==> config.mk <==
export PLATFORM = sky130hd
export DESIGN_NAME = row_mult_sequencer_flat
export DESIGN_NICKNAME = d
export VERILOG_FILES = /design/src/rtl/row_mult_sequencer_if.sv /design/src/rtl/row_mult_sequencer.sv /design/src/flat_wrapper.sv
export SDC_FILE = /design/constraint.sdc
export NUM_CORES = 1
export LEC_CHECK = 0
export BUFFER_PORTS_ARGS = -buffer_cell sky130_fd_sc_hd__buf_4
export CORE_ASPECT_RATIO = 1.1
export CORE_UTILIZATION = 46
export DETAILED_ROUTE_END_ITERATION = 10
export GPL_ROUTABILITY_DRIVEN = 0
export PLACE_DENSITY = 0.66
export SLEW_MARGIN = 20
export SYNTH_ARGS = -nofsm -noshare
export SYNTH_HDL_FRONTEND = slang
export SYNTH_SLANG_ARGS = --single-unit
==> constraint.sdc <==
create_clock -name clk -period 2.6 [get_ports clk]
set_input_delay 0 -clock clk [delete_from_list [all_inputs] [get_ports clk]]
set_output_delay 0 -clock clk [all_outputs]
set_load 0.05 [all_outputs]
==> src/rtl/row_mult_sequencer_if.sv <==
// rtl/row_mult_sequencer_if.sv - start/done request bus between a requester and row_mult_sequencer
interface row_mult_sequencer_if;
    logic        start;
    logic [7:0]  a;
    logic [7:0]  b;
    logic [15:0] p;
    logic        busy;
    logic        done;

    modport master (output start, a, b, input p, busy, done);
    modport slave  (input start, a, b, output p, busy, done);
endinterface

==> src/rtl/row_mult_sequencer.sv <==
// rtl/row_mult_sequencer.sv - 8x8 unsigned shift-add multiplier reusing one array row over eight cycles
// Optional feature macro: ZERO_SKIP_EN (zero operand finishes immediately with p=0).
module array_row (
    input  logic [7:0] a,
    input  logic       b,
    input  logic [7:0] s_in,
    output logic [7:0] s_out,
    output logic       c_out
);
    assign {c_out, s_out} = {1'b0, s_in} + (b ? {1'b0, a} : 9'd0);
endmodule

module row_mult_sequencer (
    input  logic                 clk,
    input  logic                 rst,
    row_mult_sequencer_if.slave  bus
);
    typedef enum logic [1:0] {IDLE, RUN, DONE} state_t;

    state_t     state;
    logic [7:0] a_r;
    logic [7:0] b_r;
    logic [7:0] hi;
    logic [7:0] lo;
    logic [2:0] cnt;
    logic [7:0] s_out;
    logic       c_out;

    array_row u_array_row (
        .a     (a_r),
        .b     (b_r[0]),
        .s_in  (hi),
        .s_out (s_out),
        .c_out (c_out)
    );

    always_ff @(posedge clk) begin
        if (rst) begin
            state    <= IDLE;
            a_r      <= 8'd0;
            b_r      <= 8'd0;
            hi       <= 8'd0;
            lo       <= 8'd0;
            cnt      <= 3'd0;
            bus.p    <= 16'd0;
            bus.busy <= 1'b0;
            bus.done <= 1'b0;
        end else begin
            case (state)
                IDLE: begin
                    if (bus.start) begin
`ifdef ZERO_SKIP_EN
                        if (bus.a == 8'd0 || bus.b == 8'd0) begin
                            bus.p    <= 16'd0;
                            bus.busy <= 1'b1;
                            bus.done <= 1'b1;
                            state    <= DONE;
                        end else
`endif
                        begin
                            a_r      <= bus.a;
                            b_r      <= bus.b;
                            hi       <= 8'd0;
                            lo       <= 8'd0;
                            cnt      <= 3'd0;
                            bus.busy <= 1'b1;
                            state    <= RUN;
                        end
                    end
                end
                RUN: begin
                    // Row sum LSB is a finished product bit; the rest becomes next partial sum
                    hi  <= {c_out, s_out[7:1]};
                    lo  <= {s_out[0], lo[7:1]};
                    b_r <= b_r >> 1;
                    cnt <= cnt + 3'd1;
                    if (cnt == 3'd7) begin
                        bus.p    <= {c_out, s_out[7:1], s_out[0], lo[7:1]};
                        bus.done <= 1'b1;
                        state    <= DONE;
                    end
                end
                DONE: begin
                    bus.done <= 1'b0;
                    bus.busy <= 1'b0;
                    state    <= IDLE;
                end
                default: state <= IDLE;
            endcase
        end
    end
endmodule

==> src/flat_wrapper.sv <==
// flat-port wrapper written by rule: the top's interface ports become plain ports
module row_mult_sequencer_flat 
  (clk, rst, bus_start, bus_a, bus_b, bus_p, bus_busy, bus_done);
  row_mult_sequencer_if bus_i ();
  input  logic clk;
  input  logic rst;
  input wire logic [$bits(bus_i.start)-1:0] bus_start;
  input wire logic [$bits(bus_i.a)-1:0] bus_a;
  input wire logic [$bits(bus_i.b)-1:0] bus_b;
  output wire logic [$bits(bus_i.p)-1:0] bus_p;
  output wire logic [$bits(bus_i.busy)-1:0] bus_busy;
  output wire logic [$bits(bus_i.done)-1:0] bus_done;
  assign bus_i.start = bus_start;
  assign bus_i.a = bus_a;
  assign bus_i.b = bus_b;
  assign bus_p = bus_i.p;
  assign bus_busy = bus_i.busy;
  assign bus_done = bus_i.done;
  row_mult_sequencer u_core (.clk(clk), .rst(rst), .bus(bus_i));
endmodule
# --- Word level (Yosys, flattened, before mapping) ---
# Cells that the tools add are included.
op_classes:
  n_addsub: 2
  eq_ne: 5
  mux: 15
  reduce_logical: 10
ops:
  columns: ["op", "n"]
  rows:
  - ["8-bit case mux with 2 select lines", 3]
  - ["8-bit 2-to-1 mux", 3]
  - ["2-bit AND reduction", 6]
  - ["8-bit by 9-bit adder with 9-bit output", 1]
  - ["3-bit case mux with 2 select lines", 1]
  - ["2-bit nonzero test", 3]
  - ["2-bit 2-to-1 mux", 2]
  - ["1-bit case mux with 2 select lines", 2]
  - ["2-bit case mux with 2 select lines", 1]
  - ["3-bit by 1-bit adder with 3-bit output, second input constant", 1]
  - ["3-bit == test, second input constant", 1]
  - ["3-bit 2-to-1 mux", 1]
  - ["2-bit by 1-bit == test with 1-bit output, second input constant", 1]
  - ["2-bit == test, second input constant", 1]
  - ["2-bit logical NOT", 1]
  - ["1-bit 2-to-1 mux", 2]
  - ["2-bit by 1-bit != test with 1-bit output, second input constant", 1]
  - ["2-bit != test, second input constant", 1]
totals:
  ff_bits: 55
  inputBits: 19
  out_inout_bits: 18
  elab_cells: 41

# --- Longest topological paths before layout ---
# Gate-level depths: netlist (run 1).
depth:
  ltp_word: 3
  depth_mapped: 8
  ltp_nobuf: 8

# --- Modules after synthesis ---
# Synthesis (run 1) repeated with hierarchy kept, for this count alone.
hier_totals:
  hier_cells: 220
  area_unflattened_um2: 2264.7
by_module_without_submodules:
  columns: ["module", "instances", "cells_per_inst", "area_per_inst_um2"]
  rows:
  - ["row_mult_sequencer", 1, 170, 1890.6]
  - ["array_row", 1, 50, 374.1]

# --- Worst setup path before layout (run 1) ---
# OpenSTA, ideal clock, no wires.
synth_timing:
  path_kind: "reg-to-reg"
  startpoint: "register u_core.b_r[0]"
  endpoint: "register u_core.hi[7]"
  arrival_ns: 1.751
  setup_slack_ns: 0.716
  stages_incl_launch_ff: 9
  period_less_slack_ns: 1.884
  path_cell_list: "dfxtp_1 -> and2_1 -> ha_1 -> fa_1 -> a21oi_1 -> o21ai_1 -> a21oi_1 -> nand3b_1 -> a311oi_1"
synth_via:
  elab_chain_len: 3
synth_lines:
  columns: ["element", "line", "source"]
  rows:
  - ["from (decl)", "row_mult_sequencer.sv:22", "logic [7:0] b_r;"]
  - ["from (signal assigned)", "row_mult_sequencer.sv:62", "b_r <= bus.b;"]
  - ["from (signal assigned)", "row_mult_sequencer.sv:75", "b_r <= b_r >> 1;"]
  - ["8-bit 2-to-1 mux", "row_mult_sequencer.sv:10", "assign {c_out, s_out} = {1'b0, s_in} + (b ? {1'b0, a} : 9'd0);"]
  - ["8-bit by 9-bit adder with 9-bit output", "row_mult_sequencer.sv:10", null]
  - ["8-bit case mux with 2 select lines", "row_mult_sequencer.sv:49", "case (state)"]
  - ["to (signal assigned)", "row_mult_sequencer.sv:73", "hi <= {c_out, s_out[7:1]};"]
  - ["to (decl)", "row_mult_sequencer.sv:23", "logic [7:0] hi;"]
# Every way passes these cells.
# A chain may end at the register's enable or synchronous reset.

# --- Worst setup path after layout (run 1) ---
# Same ends and word-level chain as after synthesis.

==> results.sh, run 1 <==
export IMPL_synth_top_area_share_pct=44.2
export IMPL_period_minus_slack_ps=2080
export IMPL_ys_ff_latch=54
export IMPL_leakagePower_nw=1.19
export IMPL_start_kind="flip-flop"
export IMPL_synth_commonest_cells="nand2_1, dfxtp_1, a21oi_1"
export IMPL_arrival_ps=2240
export IMPL_slew_limit_headroom_pct=50.3
export IMPL_postLayoutCoreUtil_pct=58.7
export IMPL_syn_num_nets=320
export IMPL_grt_pass1_vias=1882
export IMPL_skew_ps=4.42
export IMPL_stdcell_count=391
export IMPL_antenna_found_initial=0
export IMPL_ys_seq_area_share_pct=44.2
export IMPL_tns_ps=0
export IMPL_r2r_end="u_core.hi[7]"
export IMPL_outcome="finished clean"
export IMPL_hold_path_class="primary input to flip-flop"
export IMPL_worstSetupEndpointType="flip-flop"
export IMPL_drtAntennaViolNets=0
export IMPL_worst_slack_ps=525
export IMPL_cts_sinks=54
export IMPL_maxCapViolCount=0
export IMPL_hp_start="bus_start"
export IMPL_cts_repair_resized=0
export IMPL_antenna_cells=0
export IMPL_io_pins=37
export IMPL_clkSlewWorstSetupHoldPaths_ps=90
export IMPL_avgRoutedWirePerCell_microns=13.1
export IMPL_ys_types=42
export IMPL_synth_edf_count=0
export IMPL_vias=2088
export IMPL_rrSetupSlack_ps=520
export IMPL_grt_max_degree=61
export IMPL_synth_area_leaders="dfxtp_1, nand2_1, a21oi_1, ha_1, nand3_1"
export IMPL_cts_tree="done"
export IMPL_grt_overflow=0
export IMPL_ys_flop_type="dfxtp_1"
export IMPL_viasPerCell=5.34
export IMPL_avgSynthCellArea_sq_um=8.43
export IMPL_die_w_microns=71.5
export IMPL_hold_depth=3
export IMPL_timing_rr_start="u_core.b_r[0]"
export IMPL_power_density_nw_per_um2=542
export IMPL_cp_max_fo=9
export IMPL_slew_violations=0
export IMPL_placed_area_sq_um=2700
export IMPL_clockBufferDepth=2
export IMPL_synth_top_cell_by_area="dfxtp_1"
export IMPL_ir_drop_v=0.000291
export IMPL_fin_area_sq_um=2970
export IMPL_drt_total_wl_microns=5140
export IMPL_yosysWarnings=0
export IMPL_drt_iter0_markers=122
export IMPL_layout_nets=363
export IMPL_die_height_microns=78.5
export IMPL_yosysMostFrequentCell="nand2_1"
export IMPL_rsz0062_at_grt="false"
export IMPL_area_delta_synth_final_pct=21.5
export IMPL_port_buffer_count=36
export IMPL_fp_coreArea_sq_um=5070
export IMPL_cts_root_buf="clkbuf_8"
export IMPL_drive_gt1_share_pct=16.5
export IMPL_worstMarginPinSlew_ps=742
export IMPL_drcViolationCount=0
export IMPL_dp_slack_ps=550
export IMPL_hold_violations=0
export IMPL_critical_path_class="flip-flop to flip-flop"
export IMPL_power_mw=1.61
export IMPL_row_count=27
export IMPL_required_ps=2770
export IMPL_start_util_pct=48.3
export IMPL_hpwl_microns=3250
export IMPL_h_tree_depth=2
export IMPL_setup_viol=0
export IMPL_grt_pass1_wl_microns=8710
export IMPL_grt_use_total_pct=19.5
export IMPL_synthArstFlopShare_pct=0
export IMPL_fmax_mhz=482
export IMPL_synthesis_area_sq_um=2450
export IMPL_finalCritPeriodShare_pct=79.8
export IMPL_r2r_cells=8
export IMPL_die_area_sq_um=5610
export IMPL_cts_made_buffers=5
export IMPL_n_fill_cell=475
export IMPL_drt_pass1_iter_count=4
export IMPL_min_to="u_core.bus.busy"
export IMPL_whs_ps=30.9
export IMPL_place_inst=368
export IMPL_clock_latency_ps=300
export IMPL_synth_cells=290
-- layout by cell type (no fill, tap or decap), types with 4 or more instances in the layout --
cell           synthesis  final
dfxtp_1               54     54
nand2_1               71     71
nor4b_1                6      6
ha_1                  10     10
clkbuf_8               0      6
dlygate4sd3_1          0     16
a311oi_1               8      8
nor2_1                11     11
and2_1                 9      9
a21oi_1               41     41
buf_4                  2     40
nand3_1               16     16
nand2b_1               4      4
-- logic make-up (layout without fill, tap and decap cells) --
group | count (synthesis) | in the layout | synth area share [%]
compound gates | 66 | 66 | 17.0
xor+xnor | 4 | 4 | 1.43
fa+ha+maj | 11 | 11 | 5.93
buf+inv | 23 | 66 | 5.32
flops | 54 | 54 | 44.2
simple gates | 132 | 132 | 26.1
-- final cells by class --
| class | instances | area [sq um] | share of cell area [%] |
|---|---|---|---|
| multi-input combinational | 213 | 1230 | 41.5 |
| timing repair buffer | 56 | 460 | 15.5 |
| clock buffer | 6 | 82.6 | 2.78 |
| sequential | 54 | 1080 | 36.4 |
| tap | 58 | 72.6 | 2.44 |
| inverter | 3 | 11.3 | 0.379 |
| clock inverter | 1 | 30.0 | 1.01 |
-- critical path, cell delays in order, from the launching register on --
cell      delay, ps
dfxtp_1         370
and2_1          180
ha_1            200
fa_1            410
a21oi_1         230
o21ai_1         100
a21oi_1         210
nand3b_1        150
a311oi_1         90
-- state kept, by name, summed over array words and instances (netlist names) --
register	cells
u_core.bus.busy	1
u_core.b_r	8
u_core.bus.p	16
u_core.a_r	8
u_core.state	2
u_core.bus.done	1
u_core.cnt	3
u_core.lo	7
u_core.hi	8
-- where the power goes --
part / switching (mW) / leakage [nW] / internal (mW)
combinational: 0.0970 / 0.691 / 0.0718
clock: 0.265 / 0.0573 / 0.308
sequential: 0.0159 / 0.439 / 0.853
-- worst max-delay path by stage --
stage / from / endpoint / slack (ps) / cells after the start
2_1_floorplan: u_core.b_r[0] / u_core.hi[7] / 720 / 8
3_3_place_gp: u_core.b_r[0] / u_core.hi[7] / 580 / 8
3_5_place_dp: u_core.b_r[0] / u_core.hi[5] / 550 / 8
4_1_cts: u_core.b_r[0] / u_core.hi[7] / 510 / 8
5_1_grt: u_core.b_r[0] / u_core.hi[7] / 370 / 8
6_report: u_core.b_r[0] / u_core.hi[7] / 520 / 8
-- layer usage --
layer / global-route usage (%) / vias up / share of wire, %
li1: - / 1084 / -
met2: 31.2 / 40 / 44
met5: 0 / - / 0
met1: 26.9 / 957 / 52
met3: 3.08 / 7 / 3.1
met4: 5.88 / 0 / 1.2
-- what timing repair did --
action | in CTS | in global routing
endpoints found under the hold margin | 16 | 0
hold buffers | 16 | 0
buffers inserted | 0 | 0
(Power assumes the default switching activity.)
==> inputs of run 2 (changes only) <==
--- a/config.mk
+++ b/config.mk
@@ -5,12 +5,13 @@
 export SDC_FILE = /design/constraint.sdc
 export NUM_CORES = 1
 export LEC_CHECK = 0
+export ABC_AREA = 1
 export BUFFER_PORTS_ARGS = -buffer_cell sky130_fd_sc_hd__buf_4
 export CORE_ASPECT_RATIO = 1.1
 export CORE_UTILIZATION = 46
 export DETAILED_ROUTE_END_ITERATION = 10
 export GPL_ROUTABILITY_DRIVEN = 0
-export PLACE_DENSITY = 0.66
+export PLACE_DENSITY = 0.68
 export SLEW_MARGIN = 20
 export SYNTH_ARGS = -nofsm -noshare
 export SYNTH_HDL_FRONTEND = slang
==> constraint.sdc (replaced) <==
create_clock -name clk -period 1.8 [get_ports clk]
set_input_delay 0 -clock clk [delete_from_list [all_inputs] [get_ports clk]]
set_output_delay 0 -clock clk [all_outputs]
set_load 0.05 [all_outputs]
==> run 2 against run 1 <==
Sequential cell count is the same; final area is 3.0% higher; maximum frequency rose by 23%; combinational power up 63%; power is 39% higher; worst hold slack better by 46 ps; register-to-register slack got worse by 410 ps.
==> results.sh, run 2 <==
export IMPL_cts_root_buf="clkbuf_8"
export IMPL_skew_ps=6.61
export IMPL_antenna_found_initial=0
export IMPL_die_w_microns=72.0
export IMPL_ys_ff_latch=54
export IMPL_synth_top_cell_by_area="dfxtp_1"
export IMPL_cp_common_cell="nand2_1"
export IMPL_synth_top_area_share_pct=43.6
export IMPL_synth_cells=322
export IMPL_h_tree_depth=2
export IMPL_place_inst=418
export IMPL_maxCapViolCount=0
export IMPL_worstMarginPinSlew_ps=880
export IMPL_clockBufferDepth=2
export IMPL_cts_made_buffers=5
export IMPL_drt_pass1_iter_count=4
export IMPL_synth_commonest_cells="nand2_1, dfxtp_1, inv_1"
export IMPL_synth_area_leaders="dfxtp_1, nand2_1, ha_1, inv_1, a21oi_1"
export IMPL_ys_seq_area_share_pct=43.6
export IMPL_cts_sinks=54
export IMPL_grt_use_total_pct=20.6
export IMPL_grt_overflow=0
export IMPL_rsz0062_at_grt="true"
export IMPL_synth_edf_count=0
export IMPL_top_register="u_core.bus.p"
export IMPL_postLayoutCoreUtil_pct=60.0
export IMPL_start_kind="flip-flop"
export IMPL_clkSlewWorstSetupHoldPaths_ps=90
export IMPL_row_count=27
export IMPL_largest_reg_flops=16
export IMPL_setup_viol=0
export IMPL_postCtsSetupBuffers=0
export IMPL_cts_tree="done"
export IMPL_hold_violations=0
export IMPL_drt_iter0_markers=105
export IMPL_fmax_mhz=593
export IMPL_area_delta_synth_final_pct=23.6
export IMPL_worstSetupEndpointType="flip-flop"
export IMPL_grt_pass1_vias=2201
export IMPL_yosysWarnings=0
export IMPL_dp_slack_ps=62.7
export IMPL_die_height_microns=79.0
export IMPL_yosysMostFrequentCell="nand2_1"
export IMPL_required_ps=2000
export IMPL_most_common_layout_cells="nand2_1, dfxtp_1, buf_4"
export IMPL_avgSynthCellArea_sq_um=7.70
export IMPL_ys_types=29
export IMPL_fp_coreArea_sq_um=5100
export IMPL_vias=2165
export IMPL_synthArstFlopShare_pct=0
export IMPL_layout_nets=399
export IMPL_arrival_ps=1890
export IMPL_cp_slowest_cell="dfxtp_2"
export IMPL_slew_violations=0
export IMPL_leakagePower_nw=1.45
export IMPL_drtAntennaViolNets=0
export IMPL_worst_slack_ps=114
export IMPL_power_density_nw_per_um2=730
export IMPL_viasPerCell=4.90
export IMPL_drcViolationCount=0
export IMPL_io_pins=37
export IMPL_syn_num_nets=352
export IMPL_hpwl_microns=3450
export IMPL_tns_ps=0
export IMPL_critical_path_class="flip-flop to flip-flop"
export IMPL_clock_latency_ps=300
export IMPL_antenna_cells=0
export IMPL_die_area_sq_um=5690
export IMPL_finalCritPeriodShare_pct=93.7
export IMPL_drive_gt1_share_pct=23.0
export IMPL_avgRoutedWirePerCell_microns=11.8
export IMPL_drt_total_wl_microns=5210
export IMPL_stdcell_count=442
export IMPL_final_common_cell="nand2_1"
export IMPL_ir_drop_v=0.000374
export IMPL_grt_max_degree=31
export IMPL_slew_limit_headroom_pct=41.2
export IMPL_period_minus_slack_ps=1690
export IMPL_outcome="finished clean"
export IMPL_cp_max_fo=5
export IMPL_port_buffer_count=36
export IMPL_synthesis_area_sq_um=2480
export IMPL_ys_flop_type="dfxtp_1"
export IMPL_slowest_delay_ps=350
export IMPL_start_util_pct=48.6
export IMPL_hold_path_class="primary input to flip-flop"
export IMPL_crit_chain="nand2_1 -> inv_1 -> ha_1 -> fa_2 -> nand2_1 -> nand2_1 -> nand3_2 -> nand2_1 -> nand2_1 -> nand2_1 -> o21bai_1 -> inv_1"
export IMPL_grt_pass1_wl_microns=9310
[run 2: path summary, 6_finish.rpt]
path / cells past startpoint / startpoint / slack, ps / end
setup / recovery: 12 / u_core.b_r[0] / 110 / u_core.bus.p[15]
hold / removal: 2 / rst / 80 / u_core.bus.busy
setup reg to reg: 12 / u_core.b_r[0] / 110 / u_core.bus.p[15]
hold reg to reg: 2 / u_core.bus.p[9] / 470 / u_core.bus.p[9]
[run 2: stage by stage]
stage / area, sq um / hold slack, ps / power (mW)
5_1_grt: 3060 / 78.1 / 2.36
4_1_cts: 3020 / 68.8 / 2.26
2_1_floorplan: 2480 / 159 / 1.47
6_report: 3060 / 77.0 / 2.23
3_5_place_dp: 2760 / 255 / 1.53
3_3_place_gp: 2760 / 255 / 1.53
[run 2: kinds of logic (layout without fill, tap and decap cells)]
group	Yosys count	after routing	synth area share (%)
and+or+nand+nor	151	151	26.6
AOI/OAI and AO/OA	60	60	14.6
xor gates and xnor gates	3	3	1.06
buffers and inverters	43	91	8.33
adders and majority gates	11	11	5.86
DFF	54	54	43.6
[run 2: what timing repair did]
action / 4_1_cts / 5_1_grt
hold buffers: 16 / 0
setup endpoints to repair: 0 / 8
gates resized for setup: 0 / 9
hold endpoints to repair: 16 / 0
[run 2: layer usage]
metal / share of wire (%) / track usage [%] / wire (microns) / vias to the layer above
li1: - / - / - / 1121
met1: 47 / 24.9 / 2430 / 1007
met2: 50 / 36.7 / 2590 / 26
met3: 2.1 / 3.43 / 110 / 11
met4: 1.6 / 6.67 / 84 / 0
met5: 0 / 0 / 0 / -
[run 2: final cells by class]
type | count | area (sq um)
Clock inverter | 2 | 12.5
Multi-Input combinational cell | 225 | 1230
Timing Repair Buffer | 54 | 445
Sequential cell | 54 | 1080
Fill cell | 488 | 2040
Inverter | 29 | 116
Clock buffer | 6 | 82.6
Tap cell | 72 | 90.1
[run 2: report_power, final]
part | internal, mW | switching, mW
Combinational | 0.114 | 0.161
Clock | 0.310 | 0.387
Sequential | 1.24 | 0.0250
[run 2: worst max-delay path: cells and delay by family (launching register included)]
| family | cells | cell delay [ps] |
|---|---|---|
| adders and majority gates | 2 | 550 |
| and+or+nand+nor | 7 | 480 |
| DFF | 1 | 350 |
| AOI/OAI and AO/OA | 1 | 120 |
| buffers and inverters | 2 | 90 |
==> inputs of run 3 (changes only) <==
--- a/config.mk
+++ b/config.mk
@@ -7,11 +7,13 @@
 export LEC_CHECK = 0
 export ABC_AREA = 1
 export BUFFER_PORTS_ARGS = -buffer_cell sky130_fd_sc_hd__buf_4
+export CAP_MARGIN = 20
 export CORE_ASPECT_RATIO = 1.1
 export CORE_UTILIZATION = 46
 export DETAILED_ROUTE_END_ITERATION = 10
 export GPL_ROUTABILITY_DRIVEN = 0
 export PLACE_DENSITY = 0.68
+export SETUP_SLACK_MARGIN = 0.4
 export SLEW_MARGIN = 20
 export SYNTH_ARGS = -nofsm -noshare
 export SYNTH_HDL_FRONTEND = slang
==> run 3 against run 2 <==
Power down 0.10%; count of clock-buffer cells in the layout up 1; final area up 8.3%; wire length up 6.9%; cell count up 1.8%; clock power down 7.9%; register-to-register slack better by 20 ps; sequential power about the same; maximum frequency up 1.4%.
==> results.sh, run 3 (synthesized netlist as in run 2, its figures left out) <==
export IMPL_slew_limit_headroom_pct=75.5
export IMPL_top_register="u_core.bus.p"
export IMPL_setup_viol=0
export IMPL_antenna_found_initial=0
export IMPL_cp_max_fo=4
export IMPL_die_height_microns=79.0
export IMPL_fmax_mhz=602
export IMPL_most_common_layout_cells="nand2_1, dfxtp_1, buf_4"
export IMPL_drt_pass1_iter_count=4
export IMPL_timing_rr_start="u_core.b_r[0]"
export IMPL_ir_drop_v=0.000414
export IMPL_cts_root_buf="clkbuf_8"
export IMPL_hpwl_microns=3670
export IMPL_power_density_nw_per_um2=673
export IMPL_stdcell_count=450
export IMPL_start_util_pct=48.6
export IMPL_hp_start="rst"
export IMPL_r2r_end="u_core.bus.p[15]"
export IMPL_leakagePower_nw=1.50
export IMPL_grt_pass1_vias=2054
export IMPL_cts_made_buffers=5
export IMPL_drive_gt1_share_pct=33.9
export IMPL_placed_area_sq_um=2820
export IMPL_place_inst=420
export IMPL_start_kind="flip-flop"
export IMPL_period_minus_slack_ps=1660
export IMPL_maxCapViolCount=0
export IMPL_final_common_cell="nand2_1"
export IMPL_required_ps=2000
export IMPL_die_area_sq_um=5690
export IMPL_hold_depth=2
export IMPL_skew_ps=10.0
export IMPL_die_w_microns=72.0
export IMPL_drt_total_wl_microns=5580
export IMPL_slew_violations=0
export IMPL_drt_iter0_markers=81
export IMPL_fp_coreArea_sq_um=5100
export IMPL_clkSlewWorstSetupHoldPaths_ps=100
export IMPL_worstSetupEndpointType="flip-flop"
export IMPL_arrival_ps=1870
export IMPL_clockBufferDepth=2
export IMPL_avgRoutedWirePerCell_microns=12.4
export IMPL_io_pins=37
export IMPL_rsz0062_at_grt="true"
export IMPL_cts_tree="done"
export IMPL_power_mw=2.23
export IMPL_viasPerCell=4.88
export IMPL_worstMarginPinSlew_ps=368
export IMPL_layout_nets=408
export IMPL_critical_path_class="flip-flop to flip-flop"
export IMPL_grt_max_degree=26
export IMPL_row_count=27
export IMPL_drcViolationCount=0
export IMPL_tns_ps=0
export IMPL_r2r_cells=12
export IMPL_antenna_cells=0
export IMPL_fin_area_sq_um=3320
export IMPL_largest_reg_flops=16
export IMPL_drtAntennaViolNets=0
export IMPL_hold_path_class="primary input to flip-flop"
export IMPL_outcome="finished clean"
export IMPL_vias=2197
export IMPL_whs_ps=82.9
export IMPL_finalCritPeriodShare_pct=92.3
export IMPL_grt_overflow=0
export IMPL_dp_slack_ps=21.7
export IMPL_port_buffer_count=36
export IMPL_min_to="u_core.bus.done"
export IMPL_rrSetupSlack_ps=140
export IMPL_cts_sinks=54
export IMPL_grt_use_total_pct=20.7
export IMPL_clock_latency_ps=310
export IMPL_grt_pass1_wl_microns=9070
export IMPL_area_delta_synth_final_pct=33.9
export IMPL_hold_violations=0
export IMPL_h_tree_depth=2
export IMPL_worst_slack_ps=138
export IMPL_postLayoutCoreUtil_pct=65.0
## run 3: changes by cell type in the layout (fill, tap and decap cells not counted), moves of 3 or more
| cell | before | now |
|---|---|---|
| nand2_1 | 96 | 78 |
| nand2_2 | 11 | 28 |
| nand3_1 | 15 | 12 |
| ha_4 | 2 | 6 |
| buf_4 | 38 | 45 |
| a21oi_1 | 16 | 13 |
| inv_2 | 2 | 7 |
| inv_1 | 25 | 20 |
| ha_1 | 8 | 4 |
## run 3: worst max path at each step
stage | startpoint | to | cells past startpoint
floorplan | u_core.b_r[0] | u_core.bus.p[15] | 13
global placement | u_core.b_r[0] | u_core.bus.p[15] | 12
detailed placement | u_core.b_r[0] | u_core.bus.p[15] | 12
CTS | u_core.b_r[0] | u_core.bus.p[15] | 12
global route | u_core.b_r[0] | u_core.bus.p[15] | 12
finish | u_core.b_r[0] | u_core.bus.p[15] | 12
## run 3: worst max-delay path, stage by stage (launching register included)
cell      delay, ps
dfxtp_4         370
nand2_2          60
inv_2            40
ha_4            160
fa_2            360
nand2_2          80
nand2_2          60
nand3_2          70
nand2_2          60
nand2_2          70
nand2_2          50
o21bai_1        130
inv_1            50
## run 3: where the power goes
group	switching (mW)	total [mW]	internal (mW)
sequential	0.0278	1.27	1.24
clock	0.373	0.642	0.269
combinational	0.184	0.325	0.141
## run 3: area by class of cell
cell class | instances | area, sq um
timing repair buffer | 63 | 529
tap | 72 | 90.1
clock buffer | 7 | 76.3
fill | 440 | 1780
multi-input combinational | 225 | 1410
inverter | 29 | 124
sequential | 54 | 1080
## run 3: routing by layer
| layer | track usage [%] | wire length [microns] | up-vias |
|---|---|---|---|
| li1 | - | - | 1136 |
| met2 | 35.6 | 2850 | 31 |
| met1 | 25.4 | 2490 | 1016 |
| met4 | 8.24 | 111 | 0 |
| met5 | 0 | 0 | - |
| met3 | 3.93 | 125 | 14 |
## run 3: what timing repair did
item	CTS	global route
hold buffers	16	0
pin swaps	7	13
endpoints found under the hold margin	16	0
endpoints found under the setup margin	18	33
buffers inserted	3	4
gates resized for setup	23	25
